===== src/rtl/sseg_scan_driver.sv =====
// rtl/sseg_scan_driver.sv - four-digit multiplexed seven-segment scan driver with guard interval and frame-synchronous loads
// Optional build macro: SSEG_LEADING_ZERO_BLANK_EN (leading-zero suppression on digits 3..1)
module sseg_scan_driver #(
    parameter int DIGIT_CYCLES = 50000,
    parameter int GUARD_CYCLES = 500
) (
    input  logic        M_CLOCK,
    input  logic        RESET,
    input  logic [15:0] DATA,
    input  logic [3:0]  DP_IN,
    input  logic [3:0]  BLANK,
    input  logic        LOAD,
    output logic [3:0]  IO_SSEGD,
    output logic [7:0]  IO_SSEG,
    output logic        IO_SSEG_COL,
    output logic        FRAME_DONE
);

    typedef enum logic {
        ST_GUARD = 1'b0,
        ST_DRIVE = 1'b1
    } state_t;

    localparam logic [15:0] CNT_LAST   = 16'(DIGIT_CYCLES - 1);
    localparam logic [15:0] GUARD_LAST = 16'(GUARD_CYCLES - 1);

    state_t      state;
    state_t      state_nxt;
    logic [15:0] cnt;
    logic [1:0]  idx;
    logic        slot_end;
    logic        frame_end;

    logic [15:0] act_data;
    logic [3:0]  act_dp;
    logic [15:0] pend_data;
    logic [3:0]  pend_dp;
    logic        pend_valid;

    logic [3:0]  nib;
    logic [6:0]  glyph;
    logic [3:0]  ssegd_nxt;
    logic [7:0]  sseg_nxt;

    assign slot_end  = (cnt == CNT_LAST);
    assign frame_end = slot_end && (idx == 2'd3);
    assign nib       = act_data[{idx, 2'b00} +: 4];

    // Active-low hex glyphs, bit order g..a
    function automatic logic [6:0] hex7(input logic [3:0] n);
        case (n)
            4'h0: hex7 = 7'h40;
            4'h1: hex7 = 7'h79;
            4'h2: hex7 = 7'h24;
            4'h3: hex7 = 7'h30;
            4'h4: hex7 = 7'h19;
            4'h5: hex7 = 7'h12;
            4'h6: hex7 = 7'h02;
            4'h7: hex7 = 7'h78;
            4'h8: hex7 = 7'h00;
            4'h9: hex7 = 7'h10;
            4'hA: hex7 = 7'h08;
            4'hB: hex7 = 7'h03;
            4'hC: hex7 = 7'h46;
            4'hD: hex7 = 7'h21;
            4'hE: hex7 = 7'h06;
            default: hex7 = 7'h0E;
        endcase
    endfunction

`ifdef SSEG_LEADING_ZERO_BLANK_EN
    logic lead_zero;

    // A digit goes dark when it and every more significant nibble are zero; digit 0 always shows
    always_comb begin
        lead_zero = 1'b0;
        case (idx)
            2'd3:    lead_zero = (act_data[15:12] == 4'h0);
            2'd2:    lead_zero = (act_data[15:8] == 8'h00);
            2'd1:    lead_zero = (act_data[15:4] == 12'h000);
            default: lead_zero = 1'b0;
        endcase
    end

    assign glyph = lead_zero ? 7'h7F : hex7(nib);
`else
    assign glyph = hex7(nib);
`endif

    // Slot phase state register
    always_ff @(posedge M_CLOCK) begin
        if (RESET) begin
            state <= ST_GUARD;
        end else begin
            state <= state_nxt;
        end
    end

    // Guard ends after GUARD_CYCLES counts; the slot always closes back into guard
    always_comb begin
        state_nxt = state;
        if (slot_end) begin
            state_nxt = ST_GUARD;
        end else if (state == ST_GUARD && cnt == GUARD_LAST) begin
            state_nxt = ST_DRIVE;
        end
    end

    // Slot counter and digit index advance
    always_ff @(posedge M_CLOCK) begin
        if (RESET) begin
            cnt <= '0;
            idx <= '0;
        end else if (slot_end) begin
            cnt <= '0;
            idx <= idx + 2'd1;
        end else begin
            cnt <= cnt + 16'd1;
        end
    end

    // Loads park in pending and only reach the display at a frame boundary
    always_ff @(posedge M_CLOCK) begin
        if (RESET) begin
            act_data   <= '0;
            act_dp     <= '0;
            pend_data  <= '0;
            pend_dp    <= '0;
            pend_valid <= 1'b0;
        end else if (frame_end) begin
            if (LOAD) begin
                act_data <= DATA;
                act_dp   <= DP_IN;
            end else if (pend_valid) begin
                act_data <= pend_data;
                act_dp   <= pend_dp;
            end
            pend_valid <= 1'b0;
        end else if (LOAD) begin
            pend_data  <= DATA;
            pend_dp    <= DP_IN;
            pend_valid <= 1'b1;
        end
    end

    // Next output values: everything dark in guard, one digit lit in drive unless blanked
    always_comb begin
        ssegd_nxt = 4'hF;
        sseg_nxt  = 8'hFF;
        if (state == ST_DRIVE) begin
            ssegd_nxt = ~(4'b0001 << idx);
            if (!BLANK[idx]) begin
                sseg_nxt = {~act_dp[idx], glyph};
            end
        end
    end

    // Registered outputs so the pins never glitch on decode
    always_ff @(posedge M_CLOCK) begin
        if (RESET) begin
            IO_SSEGD   <= 4'hF;
            IO_SSEG    <= 8'hFF;
            FRAME_DONE <= 1'b0;
        end else begin
            IO_SSEGD   <= ssegd_nxt;
            IO_SSEG    <= sseg_nxt;
            FRAME_DONE <= frame_end;
        end
    end

    assign IO_SSEG_COL = 1'b1;

endmodule

===== config.mk =====
export PLATFORM = sky130hd
export DESIGN_NAME = sseg_scan_driver
export DESIGN_NICKNAME = d
export VERILOG_FILES = /design/src/rtl/sseg_scan_driver.sv
export SDC_FILE = /design/constraint.sdc
export NUM_CORES = 1
export LEC_CHECK = 0
export BUFFER_PORTS_ARGS = -buffer_cell sky130_fd_sc_hd__buf_2
export CORE_ASPECT_RATIO = 0.8
export CORE_MARGIN = 5
export CORE_UTILIZATION = 28
export CTS_CLUSTER_SIZE = 24
export DETAILED_ROUTE_END_ITERATION = 10
export PLACE_DENSITY_LB_ADDON = 0.05
export SYNTH_ARGS = -nofsm -noshare
export SYNTH_HDL_FRONTEND = slang
export SYNTH_SLANG_ARGS = --single-unit

===== constraint.sdc =====
create_clock -name M_CLOCK -period 2.9 [get_ports M_CLOCK]
set_input_delay 0.58 -clock M_CLOCK [delete_from_list [all_inputs] [get_ports M_CLOCK]]
set_output_delay 0.58 -clock M_CLOCK [all_outputs]
set_load 0.05 [all_outputs]

==> results.toml, run 1 <==
[status]
outcome = "complete, no violations"

[yosys]
yosysWarnings = 0
ys_ff_latch = 73
synthTopCellsByCount = "dfxtp_1, nand2b_1, nor4_1"
yosysTopAreaCellShare_pct = 40.3
synth-edff-count = 0
synth_area_leaders = "dfxtp_1, nand2b_1, mux2_2, mux2i_1, nor4_1"
synth-main-ff-cell = "dfxtp_1"
ys_seq_area_share_pct = 40.3
synth_most_common_cell = "dfxtp_1"
yosysUniqueCellTypes = 47
synth.largest_area_cell = "dfxtp_1"
async_flop_share_pct = 0
synth_fp_nets = 417
synth.avg_cell_area_um2 = 9.56
syn_inst = 379
netlist_area_um2 = 3620

[setup_path]
crit_path_end_kind = "flip-flop"
cp_slowest_stage_delay_ps = 660
cp_slowest_cell = "mux4_2"
arrival_ps = 2470
critical_path.top_delay_family = "multiplexers"
crit_type = "flip-flop to flip-flop"
critPathBufInv = 1
critPathLaunchType = "flip-flop"
critPathMaxFanout = 10
path_cells = "mux4_2 > inv_1 > ha_1 > mux2i_1 > and3_1 > a31oi_1"
required_ps = 3160

[cts]
cts_root_buffer = "clkbuf_16"
cts_buffers = 9
holdBufCountCts = 0
tritoncts_num_sinks = 73
htreeDepth = 3
clkTransAtPathRegs_ps = 60
clock_path_buffers = 2
post_cts_buffers = 0
ctsResizeCount = 0
clk_latency_ps = 330
cts_tree = "done"

[finish]
drive_above_1_share_pct = 23.1
final_cells = 586
final-seq-area_um2 = 1460
multi_input_area_um2 = 1970
layout.nets = 444
fin_area_um2 = 4220
areaGrowthSynthToFinish_pct = 16.5
antennaDiodeCount = 0
fill_cells = 1367

[sta]
rsz0062_at_grt = "false"
drv_slew = 0
final.setup_skew_ps = 7.56
post-route-min-period_ps = 2210
finalSetupViolCount = 0
maxSlewHeadroom_pct = 52.9
tightest_slew_ps = 703
fin_crit_sh_pct = 76.2
max_freq_ghz = 0.453
hold_viol_final = 0
tns_ps = 0

[floorplanning]
die_area_um2 = 15300
io_pins = 41
fp-row-count = 37
chipWidth_um = 137
core_area_um2 = 12800
dieHeight_um = 112
initial_utilization_pct = 28.3

[global_route]
grt_overflow = 0
grt_pass1_wl_mm = 15.0
grt_pass1_vias = 2805
track_usage_pct = 12.4
antenna_found_initial = 0
grt_max_degree = 66

[run]
cap_violations = 0

[routing]
wl_per_cell_um = 15.6
vias = 2741
antenna_left = 0
dr.pass1.iters = 4
drtIter0Drc = 126
post-route-drc-count = 0
via_per_inst = 4.68
totalWireLength_mm = 9.13

[place]
hpwl_mm = 6.23
io_buffers = 39
dp_cells = 570
gp_congestion = 0.761
dpl_cell_area_um2 = 3950

[power_and_ir_drop]
ir_worst_vdd_v = 0.000257
p_per_area_nw_per_um2 = 528
p_leak_nw = 1.48

[worst_hold_path]
min-delay-path-class = "flip-flop to flip-flop"
==> placed cells by master, fill, tap and decap left out, types with 2 or more instances in the layout <==
cell,netlist,final
dfxtp_1,73,73
nand2b_1,43,43
buf_2,4,39
nor4_1,23,23
mux2i_1,22,22
a31oi_1,22,22
nor3_1,22,22
mux2_2,21,21
nor2_1,20,20
nand2_1,15,15
ha_1,11,11
inv_1,10,10
xnor2_1,9,9
clkbuf_16,0,9
buf_4,5,8
a21oi_1,7,7
mux4_2,6,6
nand3_1,5,5
and4_1,3,3
nor2b_1,3,3
o221ai_1,3,3
nand4_1,3,3
xor2_1,3,3
and3_1,2,2
or3_1,2,2
clkinvlp_4,0,2
clkbuf_1,18,2
==> metrics by stage <==
step	utilization, %	setup slack, ps	hold slack (ps)	total power [mW]
2_1_floorplan	-	1070	429	1.16
3_3_place_gp	30.9	734	456	1.21
3_5_place_dp	30.9	659	464	1.21
4_1_cts	33.0	662	473	2.27
5_1_grt	33.0	471	485	2.33
6_report	33.0	691	469	2.23
==> kinds of logic after synthesis <==
group                    count (synthesis)  share of synthesized area, %
buffers and inverters                   41                          5.32
AND/OR/NAND/NOR                        151                          23.7
flip-flops                              73                          40.3
other                                    1                         0.104
adder cells (fa/ha/maj)                 11                          3.80
AO/OA/AOI/OAI                           41                          7.50
XOR/XNOR                                12                          2.90
multiplexers                            49                          16.3
==> registers in the layout, summed over array words and instances (netlist names) <==
register,cells
FRAME_DONE,1
IO_SSEG,8
IO_SSEGD,4
act_data,16
act_dp,4
cnt,16
idx,2
pend_data,16
pend_dp,4
pend_valid,1
state,1
==> worst register-to-register path, stage by stage, from the launching register on <==
cell     delay, ps
dfxtp_1        650
mux4_2         660
inv_1          140
ha_1           270
mux2i_1        100
and3_1         180
a31oi_1        130
==> worst paths after layout <==
| kind | slack [ps] | cells past startpoint | to | start |
|---|---|---|---|---|
| setup / recovery | 690 | 6 | IO_SSEG[3] | idx[0] |
| setup reg to reg | 690 | 6 | IO_SSEG[3] | idx[0] |
| hold reg to reg | 470 | 2 | pend_data[1] | pend_data[1] |
| hold / removal | 470 | 2 | pend_data[1] | pend_data[1] |
==> where the power goes <==
group	switching (mW)	internal [mW]
Sequential	0.0124	1.02
Combinational	0.0773	0.0690
Clock	0.440	0.603
==> per-layer routing <==
layer	global-route usage, %	part of all wire (%)	vias up
li1	-	-	1411
met1	17.3	51	1268
met3	3.52	3.9	10
met4	3.66	1.3	0
met5	0	0	-
met2	18.5	43	52
==> layout make-up <==
cell class | instances | share of cell area (%)
multi-input combinational | 265 | 46.7
sequential | 73 | 34.6
timing repair buffer | 47 | 6.05
clock buffer | 12 | 5.84
tap | 175 | 5.19
inverter | 10 | 0.889
clock inverter | 4 | 0.682
(Power assumes the default switching activity.)
==> run 2, diff against run 1 <==
--- a/config.mk
+++ b/config.mk
@@ -5,6 +5,7 @@
 export SDC_FILE = /design/constraint.sdc
 export NUM_CORES = 1
 export LEC_CHECK = 0
+export ABC_AREA = 1
 export BUFFER_PORTS_ARGS = -buffer_cell sky130_fd_sc_hd__buf_2
 export CORE_ASPECT_RATIO = 0.8
 export CORE_MARGIN = 5
==> constraint.sdc (replaced) <==
create_clock -name M_CLOCK -period 2.1 [get_ports M_CLOCK]
set_input_delay 0.42 -clock M_CLOCK [delete_from_list [all_inputs] [get_ports M_CLOCK]]
set_output_delay 0.42 -clock M_CLOCK [all_outputs]
set_load 0.05 [all_outputs]
==> results.toml, run 2 <==
[setup_path]
arrival_ps = 2090
reg2reg_depth = 9
critPathBufInv = 1
worstReg2RegStart = "idx[0]"
required_ps = 2380
regToRegEndpoint = "IO_SSEG[3]"
path_cells = "buf_4 > nand2_1 > nand3_1 > nand2_1 > ha_1 > or2_1 > nand3_1 > nand2_1 > nand2_1"
cpMostUsedCell = "nand2_1"
crit_type = "flip-flop to flip-flop"
crit_path_end_kind = "flip-flop"
critPathLaunchType = "flip-flop"
regToRegSetupSlack_ps = 290
cp_slowest_cell = "dfxtp_1"
critical_path.top_delay_family = "simple AND/OR/NAND/NOR gates"
critPathMaxFanout = 10
cp_slowest_stage_delay_ps = 480
crit_cells = 9

[power_and_ir_drop]
ir_worst_vdd_v = 0.000444
switching_share_pct = 23.0
p_per_area_nw_per_um2 = 737
pwr-share-clk_pct = 49.7
switchingPower_mw = 0.752
internal_power_mw = 2.52
pwr-share-comb_pct = 6.4
p_leak_nw = 1.89
p_seq_share_pct = 43.9

[yosys]
synth-edff-count = 0
yosysTopAreaCellShare_pct = 38.6
synth_mux_area_share_pct = 0
synth_compound_area_share_pct = 9.75
synth-main-ff-cell = "dfxtp_1"
ys_seq_area_share_pct = 38.6
synthTopCellsByCount = "nand2_1, nor2_1, dfxtp_1, inv_1, nand3_1"
synth.largest_area_cell = "dfxtp_1"
synth.avg_cell_area_um2 = 6.81
yosysWarnings = 0
async_flop_share_pct = 0
synthSimpleGateAreaFrac_pct = 37.2
synth_most_common_cell = "nand2_1"
synth_top_family_by_area = "simple AND/OR/NAND/NOR gates"
synth_fp_nets = 594
synth_xor_area_share_pct = 1.62
yosysUniqueCellTypes = 31
synth_area_leaders = "dfxtp_1, nand2_1, nor2_1, nand3_1, inv_1"
ys_ff_latch = 73
netlist_area_um2 = 3790
syn_inst = 556
synthAdderAreaFrac_pct = 3.64

[routing]
totalWireLength_mm = 9.62
via_per_inst = 4.39
vias = 3382
drtIter0Drc = 237
dr.pass1.iters = 4
post-route-drc-count = 0
wl_per_cell_um = 12.5
antenna_left = 0

[cts]
ctsResizeCount = 0
post_cts_buffers = 0
holdBufCountCts = 0
clkTransAtPathRegs_ps = 60
clk_latency_ps = 340
htreeDepth = 3
clock_path_buffers = 2
cts_tree = "done"
cts_root_buffer = "clkbuf_16"
cts_buffers = 9
tritoncts_num_sinks = 73

[run]
cap_violations = 0

[finish]
reg_top3 = "act_data x16, cnt x16, pend_data x16"
fin_area_um2 = 4440
final_common_cell = "nand2_1"
drive_above_1_share_pct = 14.2
antennaDiodeCount = 0
areaGrowthSynthToFinish_pct = 17.2
layout_common_cells = "nand2_1, nor2_1, dfxtp_1, nand3_1, inv_1"
layout.nets = 624

[floorplanning]
initial_utilization_pct = 28.2
io_pins = 41
fp-row-count = 38
dieHeight_um = 114
chipWidth_um = 140
core_area_um2 = 13400
die_area_um2 = 16000

[global_route]
grt_max_degree = 42
track_usage_pct = 13.0
grt_pass1_vias = 3195
grt_overflow = 0
grt_pass1_wl_mm = 16.6
antenna_found_initial = 0

[place]
gp_congestion = 0.782
io_buffers = 39
dpl_cell_area_um2 = 4120
hpwl_mm = 6.84

[status]
outcome = "complete, no violations"

[worst_hold_path]
hold_end = "idx[0]"
worstHoldStart = "RESET"
whs_path_depth = 2
min-delay-path-class = "input port to flip-flop"

[sta]
maxSlewHeadroom_pct = 61.4
hold_viol_final = 0
tightest_slew_ps = 579
rsz0062_at_grt = "false"
fin_crit_sh_pct = 86.2
tns_ps = 0
max_freq_ghz = 0.552
post-route-min-period_ps = 1810
drv_slew = 0
final.setup_skew_ps = 5.42
finalSetupViolCount = 0
-- run 2: cell types whose count changed after synthesis, sizes merged, moves of 24 or more --
cell    change
nor4       -24
nor2       +75
nand3      +44
inv        +41
nand2b     -43
a21oi      +26
nand2     +130
-- run 2: area by class of cell --
type,count,area (um2)
clock inverters,4,50.0
well taps,180,225
flip-flops and latches,73,1460
inverters,51,191
fillers,1503,8970
multi-input cells,403,1980
clock buffers,12,267
repair buffers,48,263
-- run 2: how the worst max path moves through the flow --
stage	start	slack, ps	end
floorplan	idx[0]	500	IO_SSEG[0]
global placement	idx[0]	350	IO_SSEG[3]
detailed placement	idx[0]	300	IO_SSEG[3]
CTS	idx[0]	290	IO_SSEG[3]
global route	idx[0]	110	IO_SSEG[3]
finish	idx[0]	290	IO_SSEG[3]
-- run 2: kinds of logic after synthesis --
kind of cell	count (synthesis)
AO/OA/AOI/OAI	61
XOR/XNOR	7
adder cells (fa/ha/maj)	11
buffers and inverters	80
flip-flops	73
other	1
AND/OR/NAND/NOR	323
-- run 2: metrics by stage --
step | setup slack [ps] | total power, mW | hold slack [ps] | utilization, % | std cells
2_1_floorplan | 501 | 1.61 | 418 | - | 556
5_1_grt | 115 | 3.43 | 293 | 33.1 | 771
4_1_cts | 287 | 3.34 | 281 | 33.1 | 771
6_report | 290 | 3.27 | 298 | 33.1 | 771
3_5_place_dp | 304 | 1.68 | 440 | 30.7 | 755
3_3_place_gp | 349 | 1.68 | 433 | 30.7 | 755
-- run 2: routing by layer --
metal  global-route usage, %  share of wire, %
met4                    3.29              0.99
met5                       0                 0
met3                    5.03               5.0
met1                    19.4                58
met2                    17.1                37
-- run 2: power groups by stage --
stage	registers (mW)	clock network, mW	logic, mW
5_1_grt	1.44	1.75	0.244
4_1_cts	1.43	1.70	0.214
3_3_place_gp	1.46	0	0.213
6_report	1.43	1.62	0.210
3_5_place_dp	1.46	0	0.212
2_1_floorplan	1.46	0	0.154
